**config.mk**
```make
export PLATFORM = sky130hd
export DESIGN_NAME = multicycle_controller
export DESIGN_NICKNAME = d
export VERILOG_FILES = /design/src/rtl/rv32i_ctrl_pkg.sv /design/src/rtl/multicycle_controller_main_decoder.sv /design/src/rtl/multicycle_controller.sv
export SDC_FILE = /design/constraint.sdc
export NUM_CORES = 1
export LEC_CHECK = 0
export ABC_AREA = 1
export BUFFER_PORTS_ARGS = -buffer_cell sky130_fd_sc_hd__buf_2
export CAP_MARGIN = 20
export CELL_PAD_IN_SITES_DETAIL_PLACEMENT = 1
export CELL_PAD_IN_SITES_GLOBAL_PLACEMENT = 2
export CORE_MARGIN = 1
export CORE_UTILIZATION = 21
export DETAILED_ROUTE_END_ITERATION = 8
export PLACE_DENSITY_LB_ADDON = 0.1
export SYNTH_ARGS = -nofsm -noshare
export SYNTH_HDL_FRONTEND = slang
export SYNTH_SLANG_ARGS = --single-unit
```
**constraint.sdc**
```tcl
create_clock -name clk_i -period 1.6 [get_ports clk_i]
set_input_delay 0.08 -clock clk_i [delete_from_list [all_inputs] [get_ports clk_i]]
set_output_delay 0.08 -clock clk_i [all_outputs]
set_load 0.01 [all_outputs]
```
**src/rtl/rv32i_ctrl_pkg.sv**
```systemverilog
// Shared control encodings for the RV32I multicycle core: opcodes, FSM states,
// instruction classes and the datapath mux select codes.
package rv32i_ctrl_pkg;

  // Major opcodes (IR[6:0])
  localparam logic [6:0] OPC_LUI    = 7'b0110111;
  localparam logic [6:0] OPC_AUIPC  = 7'b0010111;
  localparam logic [6:0] OPC_JAL    = 7'b1101111;
  localparam logic [6:0] OPC_JALR   = 7'b1100111;
  localparam logic [6:0] OPC_BRANCH = 7'b1100011;
  localparam logic [6:0] OPC_LOAD   = 7'b0000011;
  localparam logic [6:0] OPC_STORE  = 7'b0100011;
  localparam logic [6:0] OPC_OPIMM  = 7'b0010011;
  localparam logic [6:0] OPC_OP     = 7'b0110011;
  localparam logic [6:0] OPC_FENCE  = 7'b0001111;
  localparam logic [6:0] OPC_SYSTEM = 7'b1110011;

  // FSM state encoding, also exported on state_o
  typedef enum logic [2:0] {
    ST_FETCH   = 3'd0,
    ST_DECODE  = 3'd1,
    ST_EXECUTE = 3'd2,
    ST_MEM     = 3'd3,
    ST_WB      = 3'd4,
    ST_TRAP    = 3'd5
  } state_t;

  // Instruction class produced by the main decoder
  typedef enum logic [3:0] {
    CLS_LUI, CLS_AUIPC, CLS_JAL, CLS_JALR, CLS_BRANCH, CLS_LOAD,
    CLS_STORE, CLS_OPIMM, CLS_OP, CLS_FENCE, CLS_SYSTEM, CLS_ILLEGAL
  } instr_class_t;

  // Immediate extender select
  localparam logic [1:0] EXT_U  = 2'b00;
  localparam logic [1:0] EXT_J  = 2'b01;
  localparam logic [1:0] EXT_B  = 2'b10;
  localparam logic [1:0] EXT_IS = 2'b11;

  // ALU operand A / B selects
  localparam logic [1:0] SRCA_RS1  = 2'b00;
  localparam logic [1:0] SRCA_PC   = 2'b01;
  localparam logic [1:0] SRCA_ZERO = 2'b10;
  localparam logic       SRCB_RS2  = 1'b0;
  localparam logic       SRCB_IMM  = 1'b1;

  // ALU operation class
  localparam logic [1:0] ALUOP_ADD    = 2'b00;
  localparam logic [1:0] ALUOP_BRANCH = 2'b01;
  localparam logic [1:0] ALUOP_OP     = 2'b10;
  localparam logic [1:0] ALUOP_OPIMM  = 2'b11;

  // Next-PC source
  localparam logic [1:0] PCSRC_PLUS4 = 2'b00;
  localparam logic [1:0] PCSRC_IMM   = 2'b01;
  localparam logic [1:0] PCSRC_JALR  = 2'b10;

  // Register write-back source
  localparam logic [1:0] WB_ALU = 2'b00;
  localparam logic [1:0] WB_MEM = 2'b01;
  localparam logic [1:0] WB_PC4 = 2'b10;

  // True for classes that need a data-memory access
  function automatic logic is_mem_class(input instr_class_t c);
    return (c == CLS_LOAD) || (c == CLS_STORE);
  endfunction

endpackage

```
**src/rtl/multicycle_controller_main_decoder.sv**
```systemverilog
// main_decoder: purely combinational opcode classification. Produces the
// instruction class, immediate format, ALU selects for EXECUTE and legality.
module main_decoder
  import rv32i_ctrl_pkg::*;
(
  input  logic [6:0] opcode_i,
  output logic [3:0] class_o,
  output logic [1:0] extend_sel_o,
  output logic [1:0] alu_src_a_o,
  output logic       alu_src_b_o,
  output logic [1:0] alu_op_o,
  output logic       legal_o
);

  instr_class_t cls;

  // Opcode lookup; defaults are the I/S-type "rs1 + imm" address form
  always_comb begin
    cls          = CLS_ILLEGAL;
    extend_sel_o = EXT_IS;
    alu_src_a_o  = SRCA_RS1;
    alu_src_b_o  = SRCB_IMM;
    alu_op_o     = ALUOP_ADD;
    legal_o      = 1'b1;
    case (opcode_i)
      OPC_LUI: begin
        cls          = CLS_LUI;
        extend_sel_o = EXT_U;
        alu_src_a_o  = SRCA_ZERO;
      end
      OPC_AUIPC: begin
        cls          = CLS_AUIPC;
        extend_sel_o = EXT_U;
        alu_src_a_o  = SRCA_PC;
      end
      OPC_JAL: begin
        cls          = CLS_JAL;
        extend_sel_o = EXT_J;
        alu_src_a_o  = SRCA_PC;
      end
      OPC_JALR:  cls = CLS_JALR;
      OPC_LOAD:  cls = CLS_LOAD;
      OPC_STORE: cls = CLS_STORE;
      OPC_OPIMM: begin
        cls      = CLS_OPIMM;
        alu_op_o = ALUOP_OPIMM;
      end
      OPC_OP: begin
        cls         = CLS_OP;
        alu_src_b_o = SRCB_RS2;
        alu_op_o    = ALUOP_OP;
      end
      OPC_BRANCH: begin
        cls          = CLS_BRANCH;
        extend_sel_o = EXT_B;
        alu_src_b_o  = SRCB_RS2;
        alu_op_o     = ALUOP_BRANCH;
      end
      OPC_FENCE:  cls = CLS_FENCE;
      OPC_SYSTEM: cls = CLS_SYSTEM;
      default:    legal_o = 1'b0;
    endcase
  end

  assign class_o = cls;

endmodule

```
**src/rtl/multicycle_controller.sv**
```systemverilog
// multicycle_controller: FETCH/DECODE/EXECUTE/MEM/WB sequencer for the RV32I
// multicycle core over one shared memory port. Outputs are decoded from the
// state register (plus opcode, branch result and memory ready) and forced to
// zero while rst_i is high, so an in-flight request drops immediately.
// Optional feature macro: ILLEGAL_TRAP_EN -- unknown opcodes park the FSM in
// TRAP with illegal_o set; when undefined they retire as a NOP.
module multicycle_controller
  import rv32i_ctrl_pkg::*;
(
  input  logic       clk_i,
  input  logic       rst_i,
  input  logic [6:0] opcode_i,
  input  logic       branch_taken_i,
  input  logic       mem_ready_i,
  output logic       mem_req_o,
  output logic       mem_we_o,
  output logic       mem_addr_sel_o,
  output logic       ir_write_o,
  output logic       pc_write_o,
  output logic [1:0] pc_src_o,
  output logic [1:0] extend_sel_o,
  output logic [1:0] alu_src_a_o,
  output logic       alu_src_b_o,
  output logic [1:0] alu_op_o,
  output logic       reg_write_o,
  output logic [1:0] wb_sel_o,
  output logic       instr_retired_o,
  output logic [2:0] state_o,
  output logic       illegal_o
);

`ifdef ILLEGAL_TRAP_EN
  localparam logic TRAP_EN = 1'b1;
`else
  localparam logic TRAP_EN = 1'b0;
`endif

  state_t       state_reg;
  logic [3:0]   dec_class_raw;
  instr_class_t dec_class;
  logic [1:0]   dec_ext;
  logic [1:0]   dec_src_a;
  logic         dec_src_b;
  logic [1:0]   dec_alu_op;
  logic         dec_legal;
  logic         exec_retires;

  main_decoder u_main_decoder (
    .opcode_i     (opcode_i),
    .class_o      (dec_class_raw),
    .extend_sel_o (dec_ext),
    .alu_src_a_o  (dec_src_a),
    .alu_src_b_o  (dec_src_b),
    .alu_op_o     (dec_alu_op),
    .legal_o      (dec_legal)
  );

  assign dec_class = instr_class_t'(dec_class_raw);

  // Branches, FENCE/SYSTEM and (non-trapping) unknown opcodes finish in EXECUTE
  assign exec_retires = (dec_class == CLS_BRANCH) || (dec_class == CLS_FENCE) ||
                        (dec_class == CLS_SYSTEM) || !dec_legal;

  // State sequencing; TRAP is sticky until reset
  always_ff @(posedge clk_i) begin
    if (rst_i) begin
      state_reg <= ST_FETCH;
    end else begin
      case (state_reg)
        ST_FETCH:   if (mem_ready_i) state_reg <= ST_DECODE;
        ST_DECODE:  state_reg <= (dec_legal || !TRAP_EN) ? ST_EXECUTE : ST_TRAP;
        ST_EXECUTE: begin
          if (is_mem_class(dec_class)) state_reg <= ST_MEM;
          else if (exec_retires)       state_reg <= ST_FETCH;
          else                         state_reg <= ST_WB;
        end
        ST_MEM: begin
          if (mem_ready_i) state_reg <= (dec_class == CLS_LOAD) ? ST_WB : ST_FETCH;
        end
        ST_WB:      state_reg <= ST_FETCH;
        ST_TRAP:    state_reg <= TRAP_EN ? ST_TRAP : ST_FETCH;
        default:    state_reg <= ST_FETCH;
      endcase
    end
  end

  // Output decode from current state; everything quiet while in reset
  always_comb begin
    mem_req_o       = 1'b0;
    mem_we_o        = 1'b0;
    mem_addr_sel_o  = 1'b0;
    ir_write_o      = 1'b0;
    pc_write_o      = 1'b0;
    pc_src_o        = PCSRC_PLUS4;
    extend_sel_o    = EXT_U;
    alu_src_a_o     = SRCA_RS1;
    alu_src_b_o     = SRCB_RS2;
    alu_op_o        = ALUOP_ADD;
    reg_write_o     = 1'b0;
    wb_sel_o        = WB_ALU;
    instr_retired_o = 1'b0;
    state_o         = 3'd0;
    illegal_o       = 1'b0;
    if (!rst_i) begin
      state_o = state_reg;
      case (state_reg)
        ST_FETCH: begin
          mem_req_o  = 1'b1;
          ir_write_o = mem_ready_i;
        end
        ST_DECODE: extend_sel_o = dec_ext;
        ST_EXECUTE: begin
          extend_sel_o = dec_ext;
          alu_src_a_o  = dec_src_a;
          alu_src_b_o  = dec_src_b;
          alu_op_o     = dec_alu_op;
          if (exec_retires) begin
            pc_write_o      = 1'b1;
            instr_retired_o = 1'b1;
            if (dec_class == CLS_BRANCH && branch_taken_i) pc_src_o = PCSRC_IMM;
          end
        end
        ST_MEM: begin
          extend_sel_o   = dec_ext;
          mem_req_o      = 1'b1;
          mem_addr_sel_o = 1'b1;
          mem_we_o       = (dec_class == CLS_STORE);
          if (mem_ready_i && dec_class == CLS_STORE) begin
            pc_write_o      = 1'b1;
            instr_retired_o = 1'b1;
          end
        end
        ST_WB: begin
          extend_sel_o    = dec_ext;
          reg_write_o     = 1'b1;
          pc_write_o      = 1'b1;
          instr_retired_o = 1'b1;
          case (dec_class)
            CLS_LOAD: wb_sel_o = WB_MEM;
            CLS_JAL: begin
              wb_sel_o = WB_PC4;
              pc_src_o = PCSRC_IMM;
            end
            CLS_JALR: begin
              wb_sel_o = WB_PC4;
              pc_src_o = PCSRC_JALR;
            end
            default: ;
          endcase
        end
        ST_TRAP: illegal_o = TRAP_EN;
        default: ;
      endcase
    end
  end

endmodule

```
==> metrics.txt <==
RD Place Congestion between 0.6 and 0.7; wire length per cell 11.6 um; max-cap violations 0; grt met3 use 2.54%; first-pass GRT wire length 2970 um; fin crit share 93.2%; gr ovfl total 0; initial DRC count 9; Area Growth Syn to Fin 36.4%; DIE AREA 2930 um^2; post-synthesis xor/xnor area fraction 0%; CP Max Fanout 7; Crit Path Class reg -> out; outcome completed; Vias/cell 4.50; detailed-route DRC error count 0; Total Wirelength between 1500 and 2000 um; hold path startpoint rst_i; syn nets 112; cells after synthesis between 100 and 150; GRT Resource Usage Total between 10 and 15%; share of cells above drive strength 1 ~47%; largest family of logic cells by synthesized area simple AND/OR/NAND/NOR gates; Max Freq approximately 670 MHz; Yosys warnings 0; Setup Viol. Count Final 0; met2 GRT Util between 20% and 30%; Lkg Pwr 0.456 nW; Die X 54.1 um; Worst Setup Slack, final around 0.11 ns; H-Tree Depth 1; Hold Crit Depth 2; Yosys top cell area share 15.1%; Simple-Gate Fraction of Synth Area between 60% and 70%; clk buf depth 2; most frequent cells in the layout buf_2, nand2_1, nor2_1; Unique masters post-synth 28; register area share after synthesis 10.5%; CTS clock-pin slew for the worst setup and hold paths 0.04 ns; RSZ-0062 raised after global routing no; Synth area leaders nand2_1, dfxtp_1, nor2_1; vias post-DR ~730; post-synthesis mux area share 0%; Inst Count DP ~160; peak supply drop between 0.2 and 0.3 mV; Netlist Area Pre-Place approximately 570 um^2; Fin. Hold Viols 0; leading area contributor after synthesis nand2_1; TritonCTS buffer count 3; r2r endpoint state_reg[0]; post-DP HPWL approximately 1600 um; clock root buffer clkbuf_4; synthesized-area fraction occupied by adder cells 0%; flop2flop setup slack approximately 0.54 ns; core box area between 2000 and 3000 um^2; vias in the first global route ~650; largest net degree at the start of global routing 14; CTS Hold Buffers Added 0; TritonCTS clock tree yes; Crit. End Element primary output; clk_lat worst skew 0.24 ns; Worst Hold Class in -> reg; sink count of the clock tree 3; most common cell after layout, fill and taps aside buf_2; Pre-Repair DR Iteration Count 4; Period minus WS final around 1.5 ns; Critical Path RT approximately 1.5 ns; crit start category flip-flop; Ports 33; ant diodes 0; Setup TNS 0 ns; final instance area 778 um^2; met1 usage a little under a fifth; Worst EP arrival 1.41 ns; die height 54.1 um; remaining antenna violation count 0; IO Port Bufs 31; R2R Path Start state_reg[0]; pwr dens a little under 500 nW/um^2; worst slack, placed roughly 0.33 ns; WHS Endpoint state_reg[0]; max reg flops 3; Starting Density 22.6%; post-route insts no fill 163; Pwr Total slightly below 0.0004 W; initial antenna violation count 0; Avg Inst Size Synth 5.65 um^2; Rows 18; post-synthesis register bit count 3; nets roughly 150; Placed Area 743 um^2; GRT Max-Usage Layer met2; Worst Setup SP state_reg[2]; clk_skew roughly 0.007 ns; Synth Area in Compound Gates between 10% and 20%; Slew Limit Fails 0; Reg2Reg Depth 6
[report_power, final]
part / internal (W) / total [W] / leakage (nW) / switching (W)
Combinational: 0.0000553 / 0.000156 / 0.416 / 0.000100
Clock: 0.0000939 / 0.000140 / 0.0150 / 0.0000462
Sequential: 0.0000817 / 0.0000915 / 0.0250 / 0.00000983
[worst max-delay path, stage by stage (launching register included)]
cell	delay, ns
dfxtp_1	0.32
inv_2	0.12
nand3_2	0.14
nor2_2	0.21
nand2_1	0.08
o22ai_1	0.14
buf_2	0.16
[worst max-delay path by stage]
stage	to
2_1_floorplan	pc_write_o
3_3_place_gp	pc_write_o
3_5_place_dp	instr_retired_o
4_1_cts	instr_retired_o
5_1_grt	pc_src_o[0]
6_report	pc_src_o[0]
[final cells by class]
type | instances | area, um^2
sequential | 3 | 61.3
inverter | 16 | 60.1
tap | 30 | 37.5
multi-input combinational | 79 | 438
clock buffer | 4 | 26.3
timing repair buffer | 31 | 155
fill | 370 | 1740
[routing by layer]
| layer | vias to the layer above | routed length [um] |
|---|---|---|
| met2 | 22 | 819 |
| met3 | 2 | 93 |
| li1 | 382 | - |
| met4 | 0 | 19 |
| met1 | 327 | 964 |
| met5 | - | 0 |
[kinds of logic after synthesis]
family          Yosys count
compound gates           13
flops                     3
other cells               1
simple gates             65
buf+inv                  19
[timing repair]
action / CTS / global route
setup endpoints to repair: 0 / 4
setup buffers: 0 / 0
gates resized for setup: 0 / 3
[synthesized netlist by cell type (all sizes together)]
master,instances
nand2,29
nor2,21
inv,15
a21oi,7
nand3,7
nor3,5
buf,3
dfxtp,3
o21ai,2
a22oi,1
clkinv,1
conb,1
nand3b,1
nand4,1
nor3b,1
o211a,1
o211ai,1
o22ai,1
[stage by stage]
| stage | hold WS, ns | utilization [%] |
|---|---|---|
| after floorplan | 0.215 | - |
| after global placement | 0.439 | 29.5 |
| after detailed placement | 0.436 | 29.5 |
| after CTS | 0.181 | 30.5 |
| after global routing | 0.198 | 30.9 |
| final | 0.182 | 30.9 |
Note: power is estimated with default switching activity, not from simulation.
